$ cat config.mk
export PLATFORM = sky130hd
export DESIGN_NAME = sample_scheduler
export DESIGN_NICKNAME = d
export VERILOG_FILES = /design/src/rtl/sched_pkg.sv /design/src/rtl/rr_arbiter.sv /design/src/rtl/sample_scheduler.sv
export SDC_FILE = /design/constraint.sdc
export NUM_CORES = 1
export LEC_CHECK = 0
export CAP_MARGIN = 20
export CELL_PAD_IN_SITES_DETAIL_PLACEMENT = 0
export CELL_PAD_IN_SITES_GLOBAL_PLACEMENT = 1
export CORE_MARGIN = 2
export CORE_UTILIZATION = 38
export CTS_CLUSTER_DIAMETER = 150
export DETAILED_ROUTE_END_ITERATION = 8
export PLACE_DENSITY_LB_ADDON = 0.1
export SYNTH_ARGS = -nofsm -noshare
export SYNTH_HDL_FRONTEND = slang
export SYNTH_SLANG_ARGS = --single-unit
$ cat constraint.sdc
create_clock -name CLK_10HZ -period 3.35 [get_ports CLK_10HZ]
set_input_delay 0.5025 -clock CLK_10HZ [delete_from_list [all_inputs] [get_ports CLK_10HZ]]
set_output_delay 0.5025 -clock CLK_10HZ [all_outputs]
set_load 0.03 [all_outputs]
$ cat src/rtl/sched_pkg.sv
// Shared defaults and state encoding for the periodic sample scheduler.
package sched_pkg;

    localparam int N_TASK_DEF        = 4;
    localparam int TIMEOUT_TICKS_DEF = 20;

    typedef enum logic [1:0] {
        ST_IDLE  = 2'd0,
        ST_START = 2'd1,
        ST_WAIT  = 2'd2
    } sched_state_e;

    // Width of a task index; never narrower than one bit.
    function automatic int idx_width(input int n);
        return (n > 1) ? $clog2(n) : 1;
    endfunction

endpackage

$ cat src/rtl/rr_arbiter.sv
// Round-robin picker: scans the pending vector starting one past the
// previously granted index and wrapping around.
module rr_arbiter
    import sched_pkg::*;
#(
    parameter  int N   = N_TASK_DEF,
    localparam int IDW = idx_width(N)
) (
    input  logic [N-1:0]   i_pending,
    input  logic [IDW-1:0] i_last,
    output logic [N-1:0]   o_grant,
    output logic [IDW-1:0] o_index,
    output logic           o_valid
);

    logic [IDW-1:0] w_cand;

    // First pending task found after i_last (mod N) wins.
    always_comb begin
        o_grant = '0;
        o_index = '0;
        o_valid = 1'b0;
        w_cand  = '0;
        for (int k = 1; k <= N; k++) begin
            w_cand = IDW'((int'(i_last) + k) % N);
            if (!o_valid && i_pending[w_cand]) begin
                o_valid         = 1'b1;
                o_index         = w_cand;
                o_grant[w_cand] = 1'b1;
            end else begin
                o_valid = o_valid;
            end
        end
    end

endmodule

$ cat src/rtl/sample_scheduler.sv
// Periodic sampling scheduler: per-task period counters raise pending
// requests, one task at a time is started and supervised for DONE/timeout.
module sample_scheduler
    import sched_pkg::*;
#(
    parameter  int N_TASK        = N_TASK_DEF,
    parameter  int TIMEOUT_TICKS = TIMEOUT_TICKS_DEF,
    localparam int IDW           = idx_width(N_TASK)
) (
    input  logic                  CLK_10HZ,
    input  logic                  RESET,
    input  logic [23:0]           i_timestamp,
    input  logic [N_TASK-1:0]     i_enable,
    input  logic [8*N_TASK-1:0]   i_period,
    input  logic [N_TASK-1:0]     i_done,
    input  logic                  i_clr_ovr,
    output logic [N_TASK-1:0]     o_start,
    output logic                  o_busy,
    output logic [IDW-1:0]        o_grant_id,
    output logic [23:0]           o_grant_ts,
    output logic [N_TASK-1:0]     o_overrun,
    output logic [N_TASK-1:0]     o_timeout_flag
);

    localparam int TCW = $clog2(TIMEOUT_TICKS + 1);
    // The START cycle and the WAIT entry edge already account for two ticks,
    // so the flag fires on the edge that is TIMEOUT_TICKS after the START edge.
    localparam logic [TCW-1:0] TC_LAST = TCW'(TIMEOUT_TICKS - 2);

    logic [N_TASK-1:0][7:0] r_cnt;
    logic [N_TASK-1:0]      r_pending;
    sched_state_e           r_state;
    logic [TCW-1:0]         r_tcnt;
    logic [N_TASK-1:0]      r_start;
    logic                   r_busy;
    logic [IDW-1:0]         r_grant_id;
    logic [23:0]            r_grant_ts;
    logic [N_TASK-1:0]      r_overrun;
    logic [N_TASK-1:0]      r_timeout;

    logic [N_TASK-1:0]      w_active;
    logic [N_TASK-1:0]      w_expire;
    logic [N_TASK-1:0]      w_arb_grant;
    logic [IDW-1:0]         w_arb_idx;
    logic                   w_arb_valid;
    sched_state_e           w_state_nxt;
    logic [TCW-1:0]         w_tcnt_nxt;
    logic                   w_take;
    logic                   w_to_hit;
    logic [N_TASK-1:0]      w_clear;
    logic [N_TASK-1:0]      w_to_set;

    rr_arbiter #(.N(N_TASK)) u_arb (
        .i_pending (r_pending),
        .i_last    (r_grant_id),
        .o_grant   (w_arb_grant),
        .o_index   (w_arb_idx),
        .o_valid   (w_arb_valid)
    );

    // A task is live when enabled with a non-zero period; it expires when its counter is 1.
    always_comb begin
        w_active = '0;
        w_expire = '0;
        for (int i = 0; i < N_TASK; i++) begin
            w_active[i] = i_enable[i] && (i_period[8*i +: 8] != 8'd0);
            w_expire[i] = w_active[i] && (r_cnt[i] == 8'd1);
        end
    end

    // Per-task period down-counters; idle tasks park at 1 so they expire on the first live tick.
    always_ff @(posedge CLK_10HZ or negedge RESET) begin
        if (!RESET) begin
            for (int i = 0; i < N_TASK; i++) r_cnt[i] <= 8'd1;
        end else begin
            for (int i = 0; i < N_TASK; i++) begin
                if (!w_active[i])      r_cnt[i] <= 8'd1;
                else if (w_expire[i])  r_cnt[i] <= i_period[8*i +: 8];
                else                   r_cnt[i] <= r_cnt[i] - 8'd1;
            end
        end
    end

    // Next-state and grant/timeout decisions for the IDLE/START/WAIT sequencer.
    always_comb begin
        w_state_nxt = r_state;
        w_tcnt_nxt  = r_tcnt;
        w_take      = 1'b0;
        w_to_hit    = 1'b0;
        w_to_set    = '0;
        case (r_state)
            ST_IDLE: begin
                if (w_arb_valid) begin
                    w_take      = 1'b1;
                    w_state_nxt = ST_START;
                end else begin
                    w_state_nxt = ST_IDLE;
                end
            end
            ST_START: begin
                w_tcnt_nxt  = '0;
                w_state_nxt = ST_WAIT;
            end
            ST_WAIT: begin
                if (i_done[r_grant_id]) begin
                    w_state_nxt = ST_IDLE;
                end else if (r_tcnt == TC_LAST) begin
                    w_to_hit             = 1'b1;
                    w_to_set[r_grant_id] = 1'b1;
                    w_state_nxt          = ST_IDLE;
                end else begin
                    w_tcnt_nxt = r_tcnt + TCW'(1);
                end
            end
            default: begin
                w_state_nxt = ST_IDLE;
            end
        endcase
        w_clear = w_take ? w_arb_grant : '0;
    end

    // Sequencer state, pending set/clear (set wins), grant capture and sticky error flags.
    always_ff @(posedge CLK_10HZ or negedge RESET) begin
        if (!RESET) begin
            r_state    <= ST_IDLE;
            r_tcnt     <= '0;
            r_pending  <= '0;
            r_start    <= '0;
            r_busy     <= 1'b0;
            r_grant_id <= IDW'(N_TASK - 1);
            r_grant_ts <= 24'd0;
            r_overrun  <= '0;
            r_timeout  <= '0;
        end else begin
            r_state   <= w_state_nxt;
            r_tcnt    <= w_tcnt_nxt;
            r_pending <= (r_pending & ~w_clear & w_active) | w_expire;
            r_start   <= w_take ? w_arb_grant : '0;
            r_busy    <= (w_state_nxt != ST_IDLE);
            if (w_take) begin
                r_grant_id <= w_arb_idx;
                r_grant_ts <= i_timestamp;
            end else begin
                r_grant_id <= r_grant_id;
                r_grant_ts <= r_grant_ts;
            end
            r_overrun <= (r_overrun & ~{N_TASK{i_clr_ovr}}) | (w_expire & r_pending & ~w_clear);
            r_timeout <= (r_timeout & ~{N_TASK{i_clr_ovr}}) | (w_to_hit ? w_to_set : '0);
        end
    end

    assign o_start        = r_start;
    assign o_busy         = r_busy;
    assign o_grant_id     = r_grant_id;
    assign o_grant_ts     = r_grant_ts;
    assign o_overrun      = r_overrun;
    assign o_timeout_flag = r_timeout;

endmodule

==> Implementation_results.wiki, run 1 <==
{| class="wikitable"
! Metric !! Value
|-
| Data arrival time of the critical path || a little over 3 ns
|-
| PnR Total Power || between 6 and 7 mW
|-
| Largest cells by area after synthesis || sky130_fd_sc_hd__dfrtp_1 (42%), sky130_fd_sc_hd__nand2_1 (8.3%), sky130_fd_sc_hd__ha_1 (4.9%), sky130_fd_sc_hd__nor2_1 (3.8%), sky130_fd_sc_hd__xnor2_1 (3.7%)
|-
| Number of enable flip-flop cells after synthesis || 0
|-
| Mapped Cells || between 400 and 500
|-
| List of most frequent post-synthesis cells || sky130_fd_sc_hd__nand2_1 (101), sky130_fd_sc_hd__dfrtp_1 (76), sky130_fd_sc_hd__nor2_1 (46), sky130_fd_sc_hd__inv_1 (23), sky130_fd_sc_hd__xnor2_1 (19)
|-
| X dimension of the die || ~110 µm
|-
| Die extent in y || between 100 and 150 µm
|-
| Share of the synthesized area in the top cell type || between 40% and 50%
|-
| Starting density of the core || roughly two fifths
|-
| Max FO, Critical Path || 15
|-
| Buffers inserted during post-CTS setup optimization || 0
|-
| Max Clk Rate || between 300 and 400 MHz
|-
| Count of vias placed by the detailed router || slightly below 4000
|-
| Area added between synthesis and finish || 33.78%
|-
| DRC Markers || 0
|-
| CTS tree || done
|-
| Overflow after GRT || 0
|-
| Synth async-reset ratio || 100.0%
|-
| Hold Crit Start || o_grant_ts[0]
|-
| Final Worst Setup Slack || between 0.4 and 0.5 ns
|-
| Number of standard-cell rows in the floorplan || 39
|-
| Relative slew slack || approximately 51%
|-
| Endpoint kind of the worst setup timing path || flop
|-
| Number of I/O port buffers || roughly 110
|-
| Summed instance area of the synthesized netlist || around 0.0046 mm²
|-
| Post-cts gate resize count || 0
|-
| Area enclosed by the die boundary || ~0.013 mm²
|-
| Most area-hungry cell type in the Yosys netlist || sky130_fd_sc_hd__dfrtp_1
|-
| Crit. Startpoint || o_grant_id[1]
|-
| Setup slack of the worst register-to-register path || 0.50 ns
|-
| H-tree depth || 3
|-
| Mean Syn Cell Area || slightly above 9 µm²
|-
| Final-stage net count || roughly 680
|-
| Final Hold Vio Count || 0
|-
| Number of inserted diodes || 0
|-
| Clock buffers created by TritonCTS || 9
|-
| Synth warn || 0
|-
| Register clock-pin slew on the reported worst setup and hold paths || approximately 0.06 ns
|-
| Sort of element at the start of the critical path || flop
|-
| Number of setup violations in the final report || 0
|-
| Static leakage power || about 2.6 nW
|-
| Global routing usage summed across all routing layers || 18.28%
|-
| Number of antenna violations at the first check in global routing || 0
|-
| Final Non-Filler Cells || roughly 750
|-
| Area of the placeable core || approximately 0.012 mm²
|-
| Max Clock Skew || ~0.0069 ns
|-
| Total Negative Setup Slacks || 0 ns
|-
| Top-level I/O count || between 100 and 150
|-
| Initial DRT Pass Iterations || 5
|-
| Weighted congestion reported at the end of routability-driven placement || around 0.9
|-
| Slew of the pin with the lowest slew margin || around 0.74 ns
|-
| Outcome || finished clean
|-
| Synth Flop Type || sky130_fd_sc_hd__dfrtp_1
|-
| Setup WS pre-CTS || ~0.57 ns
|-
| Maximum buffer depth of the clock tree || 2
|-
| Number of distinct library cells after synthesis || 54
|-
| Post-detail-place hpwl || about 8200 µm
|-
| Largest net degree at the start of global routing || between 80 and 90
|-
| Hold Path Class || flop to flop
|-
| RSZ-0062 raised after global routing || no
|-
| Fraction of final layout cells sized beyond drive strength 1 || around 9%
|-
| Worst-case vdd ir drop || approximately 0.45 mV
|-
| Total of hold buffers inserted after clock tree synthesis || 0
|-
| First-pass GRT wire length || ~19000 µm
|-
| Clk_lat worst skew || roughly 0.34 ns
|-
| Final-report max-slew violation count || 0
|-
| Cell Pwr Density || 1011 mW/mm²
|-
| Post-DRT Antenna Nets || 0
|-
| DRC marker count from the first detailed-route iteration || 190
|-
| Worst setup path class || flop to flop
|-
| Sequential share of the synthesized area || between 40 and 50%
|-
| Critical R2R Launch || o_grant_id[1]
|-
| Most numerous cell in the Yosys netlist || sky130_fd_sc_hd__nand2_1
|-
| Inst Count DP || around 730
|-
| Via density per instance || about 5.2
|-
| Routed wire length || 11540 µm
|-
| Number of register bits inferred by synthesis || between 80 and 90
|-
| Number of maximum-capacitance violations || 0
|-
| Required time of the critical path || about 3.6 ns
|-
| Cell at the root of the clock tree || sky130_fd_sc_hd__clkbuf_16
|-
| Avg WL per Cell || between 15 and 20 µm
|-
| Number of global-route vias before repair || 3841
|-
| Post-synthesis net count || slightly below 600
|-
| Share of the cycle needed by the critical path after routing || 85.08%
|-
| Post-layout min period || 2.850 ns
|-
| TritonCTS sink count || between 80 and 90
|}
-- per-stage QoR --
stage	hold slack, ns	area, µm²	utilization, %
2_1_floorplan	0.2069	4556	-
3_3_place_gp	0.4582	5752	49.73
3_5_place_dp	0.4644	5752	49.73
4_1_cts	0.4040	6057	52.37
5_1_grt	0.5026	6095	52.70
6_report	0.4755	6095	52.70
-- final timing paths --
path	endpoint	cells past startpoint
worst max register to register	r_pending[3]	7
worst max-delay path	r_pending[3]	7
max in group asynchronous	r_cnt[0]	3
min in group asynchronous	r_cnt[26]	2
worst min register to register	o_grant_ts[0]	2
worst min-delay path	o_grant_ts[0]	2
-- placed cells by master (no fill, tap or decap), drive strengths merged, types with 13 or more instances in the layout --
cell / n
inv: 24
a211oi: 23
nor3: 15
clkdlybuf4s50: 104
ha: 18
nand2b: 13
nand2: 101
o21ai: 18
dfrtp: 76
xnor2: 19
nor2: 46
-- worst max-delay path: stages (launching register included) --
cell,delay [ns]
sky130_fd_sc_hd__dfstp_2,0.69
sky130_fd_sc_hd__inv_1,0.16
sky130_fd_sc_hd__ha_1,0.49
sky130_fd_sc_hd__mux2i_1,0.48
sky130_fd_sc_hd__o22ai_1,0.19
sky130_fd_sc_hd__a221oi_2,0.31
sky130_fd_sc_hd__o21ai_1,0.14
sky130_fd_sc_hd__a311oi_1,0.27
-- registers in the layout, indices dropped and copies added, names as in the netlist --
name and cells:
o_timeout_flag 4, r_state 2, r_cnt 32, o_grant_ts 24, r_tcnt 5, o_start 4, r_pending 4, o_grant_id 2
o_overrun 4, o_busy 1
-- cell families after synthesis --
| kind of cell | after synthesis | share of synthesized area, % |
|---|---|---|
| fa+ha+maj | 18 | 4.944 |
| mux | 10 | 3.461 |
| simple gates | 226 | 23.32 |
| xor+xnor | 23 | 4.422 |
| compound gates | 89 | 14.58 |
| flops | 82 | 45.21 |
| buf+inv | 44 | 4.065 |
-- metal layers --
metal	part of all wire [%]	global-route usage (%)	up-vias
met5	0	0	-
met4	1.8	6.667	0
met3	5.4	4.835	13
met2	49	30.86	94
met1	44	22.64	1856
li1	-	-	1928
-- power by group --
part	switching [mW]	leakage [nW]	internal [mW]	total, mW
sequential	0.362	1.05	1.42	1.78
clock	0.401	0.142	0.602	1.00
combinational	1.98	1.42	1.40	3.38
total	2.74	2.62	3.42	6.16
-- cell type report --
type	count	area, µm²
Sequential cell	82	2059
Clock buffer	11	242.7
Timing Repair Buffer	116	1154
Tap cell	143	178.9
Clock inverter	5	62.56
Fill cell	1083	5470
Inverter	23	86.33
Multi-Input combinational cell	366	2311
Power figures use the tool's default switching activity.
==> run 2, diff against run 1 <==
- CTS_CLUSTER_SIZE: not set -> 8
==> results of run 2 <==
No change in the layout: final DEF, timing and power equal those of run 1.
==> run 3, diff against run 2 <==
- clock period: 3.35 -> 2.9 ns (I/O delays scaled with it)
==> run 3 against run 2 <==
Compared with the run above: total power up 17%; die area unchanged; non-clock buffer count grew 3; final cell count rose by 0.13%; via count is 0.28% higher; sequential share of layout area shrank 0.083 points; largest cell class unchanged; highest routed layer unchanged.
==> Implementation_results.wiki, run 3 (synthesized netlist as in run 1, its figures left out) <==
{| class="wikitable"
! Metric !! Value
|-
| Crit. Startpoint || o_grant_id[0]
|-
| Outcome || finished clean
|-
| Critical R2R Launch || o_grant_id[0]
|-
| Worst-case vdd ir drop || approximately 0.55 mV
|-
| Buffers inserted during post-CTS setup optimization || 0
|-
| Static leakage power || between 2 and 3 nW
|-
| Worst r2r dst || o_start[2]
|-
| Total of hold buffers inserted after clock tree synthesis || 0
|-
| RSZ-0062 raised after global routing || no
|-
| Data arrival time of the critical path || around 2.9 ns
|-
| Placed cell areas || 0.005802 mm²
|-
| Slew of the pin with the lowest slew margin || 0.7318 ns
|-
| PnR Total Power || 7.194 mW
|-
| Most common cell after layout, fill and taps aside || sky130_fd_sc_hd__clkdlybuf4s50_1
|-
| Worst reg-to-reg path cell count || 7
|-
| Required time of the critical path || 3.13 ns
|-
| Crit path largest cell delay || between 0.5 and 0.6 ns
|-
| Number of inserted diodes || 0
|-
| Register clock-pin slew on the reported worst setup and hold paths || 0.06 ns
|-
| Clk_lat worst skew || around 0.34 ns
|-
| Final-stage net count || 686
|-
| Clock buffers created by TritonCTS || 9
|-
| Count of vias placed by the detailed router || 3902
|-
| TritonCTS sink count || 82
|-
| Max FO, Critical Path || 9
|-
| CTS tree || done
|-
| Global routing usage summed across all routing layers || a little under a fifth
|-
| Via density per instance || approximately 5.2
|-
| Weighted congestion reported at the end of routability-driven placement || approximately 0.87
|-
| Post-route design area || roughly 0.0061 mm²
|-
| Number of standard-cell rows in the floorplan || 39
|-
| Die extent in y || 113.5 µm
|-
| Starting density of the core || between 30% and 40%
|-
| First-pass GRT wire length || between 15000 and 20000 µm
|-
| Hold Path Class || input port to asynchronous set/reset pin
|-
| Worst Path Buf+Inv || 1
|-
| X dimension of the die || between 100 and 150 µm
|-
| Worst setup path class || flop to flop
|-
| DRC Markers || 0
|-
| Top-level I/O count || around 110
|-
| H-tree depth || 3
|-
| Max Clock Skew || about 0.0089 ns
|-
| Post-DRT Antenna Nets || 0
|-
| Final Worst Setup Slack || a little under 0.3 ns
|-
| Sort of element at the start of the critical path || flop
|-
| Largest reg by FF count || r_cnt
|-
| Cell Pwr Density || between 1000 and 1500 mW/mm²
|-
| Overflow after GRT || 0
|-
| Top Family by Delay on Critical Path || compound AO/OA/AOI/OAI gates
|-
| Avg WL per Cell || 15.47 µm
|-
| Area added between synthesis and finish || 34.11%
|-
| Area enclosed by the die boundary || around 0.013 mm²
|-
| Number of global-route vias before repair || 3810
|-
| Number of I/O port buffers || between 100 and 150
|-
| DRC marker count from the first detailed-route iteration || 292
|-
| Crit path cell chain || inv_1 > ha_1 > mux2i_1 > o22ai_1 > a221oi_1 > o21ai_0 > and2_1
|-
| Post-cts gate resize count || 0
|-
| Number of antenna violations at the first check in global routing || 0
|-
| Total Negative Setup Slacks || 0 ns
|-
| Post-detail-place hpwl || approximately 8400 µm
|-
| Number of setup violations in the final report || 0
|-
| Final Hold Vio Count || 0
|-
| Routed wire length || around 12000 µm
|-
| Setup slack of the worst register-to-register path || 0.29 ns
|-
| Cell at the root of the clock tree || sky130_fd_sc_hd__clkbuf_16
|-
| Commonest cells after routing, fill and taps aside || sky130_fd_sc_hd__clkdlybuf4s50_1 (104), sky130_fd_sc_hd__nand2_1 (101), sky130_fd_sc_hd__dfrtp_1 (76)
|-
| Largest net degree at the start of global routing || 50
|-
| Maximum buffer depth of the clock tree || 2
|-
| Final-report max-slew violation count || 0
|-
| Cell with the biggest individual delay on the critical path || sky130_fd_sc_hd__dfstp_2
|-
| Endpoint kind of the worst setup timing path || flop
|-
| Area of the placeable core || about 0.012 mm²
|-
| Number of maximum-capacitance violations || 0
|-
| Initial DRT Pass Iterations || 4
|-
| Fraction of final layout cells sized beyond drive strength 1 || approximately a tenth
|-
| Post-layout min period || 2.612 ns
|-
| Max Clk Rate || approximately 380 MHz
|-
| Number of flip-flops in the largest register || 32
|-
| Relative slew slack || between 50% and 60%
|-
| Setup WS pre-CTS || 0.2910 ns
|-
| Share of the cycle needed by the critical path after routing || between 90% and 100%
|}
==> run 3: cell count changes in the layout (fill, tap and decap cells not counted), sizes merged <==
cell         change
bufinv           +1
clkinvlp         -2
inv              -1
buf              +4
dlygate4sd3      -1
==> run 3: per-stage QoR <==
step | std cells | hold slack (ns) | utilization [%]
after global placement | 733 | 0.4259 | 50.17
after detailed placement | 733 | 0.4243 | 50.17
after floorplan | 492 | 0.1394 | -
after CTS | 747 | 0.05227 | 52.83
after global routing | 747 | 0.06106 | 52.83
final | 747 | 0.03803 | 52.83
==> run 3: area by class of cell <==
cell class,count,area [µm²]
repair buffers,119,1166
clock buffers,11,242.7
multi-input cells,366,2311
inverters,23,86.33
flip-flops and latches,82,2059
well taps,143,178.9
clock inverters,3,65.06
fillers,1074,5455
==> run 3: per-layer routing <==
metal  part of all wire [%]  vias up  track usage (%)
met4                    1.4        0            5.528
met3                    5.8       14            5.792
met5                      0        -                0
met2                     46      116            29.18
li1                       -     1934                -
met1                     47     1838            26.09
==> run 3: how the worst max path moves through the flow <==
stage,to,slack [ns],cells after the start
finish,o_start[2],0.29,7
floorplan,o_start[2],0.03,10
global route,r_pending[3],0.05,7
detailed placement,r_pending[3],0.29,7
CTS,r_pending[3],0.28,7
global placement,o_start[2],0.42,7
==> run 3: power breakdown <==
part	total (mW)	internal, mW	switching [mW]
clock network	1.21	0.767	0.447
registers	2.04	1.64	0.403
logic	3.94	1.65	2.29
total	7.19	4.05	3.14
==> run 3: worst reg2reg max path, cell delays in order (launching register included) <==
cell and delay (ns):
sky130_fd_sc_hd__dfstp_2 0.53, sky130_fd_sc_hd__inv_1 0.13, sky130_fd_sc_hd__ha_1 0.49, sky130_fd_sc_hd__mux2i_1 0.45
sky130_fd_sc_hd__o22ai_1 0.17, sky130_fd_sc_hd__a221oi_1 0.38, sky130_fd_sc_hd__o21ai_0 0.19, sky130_fd_sc_hd__and2_1 0.18
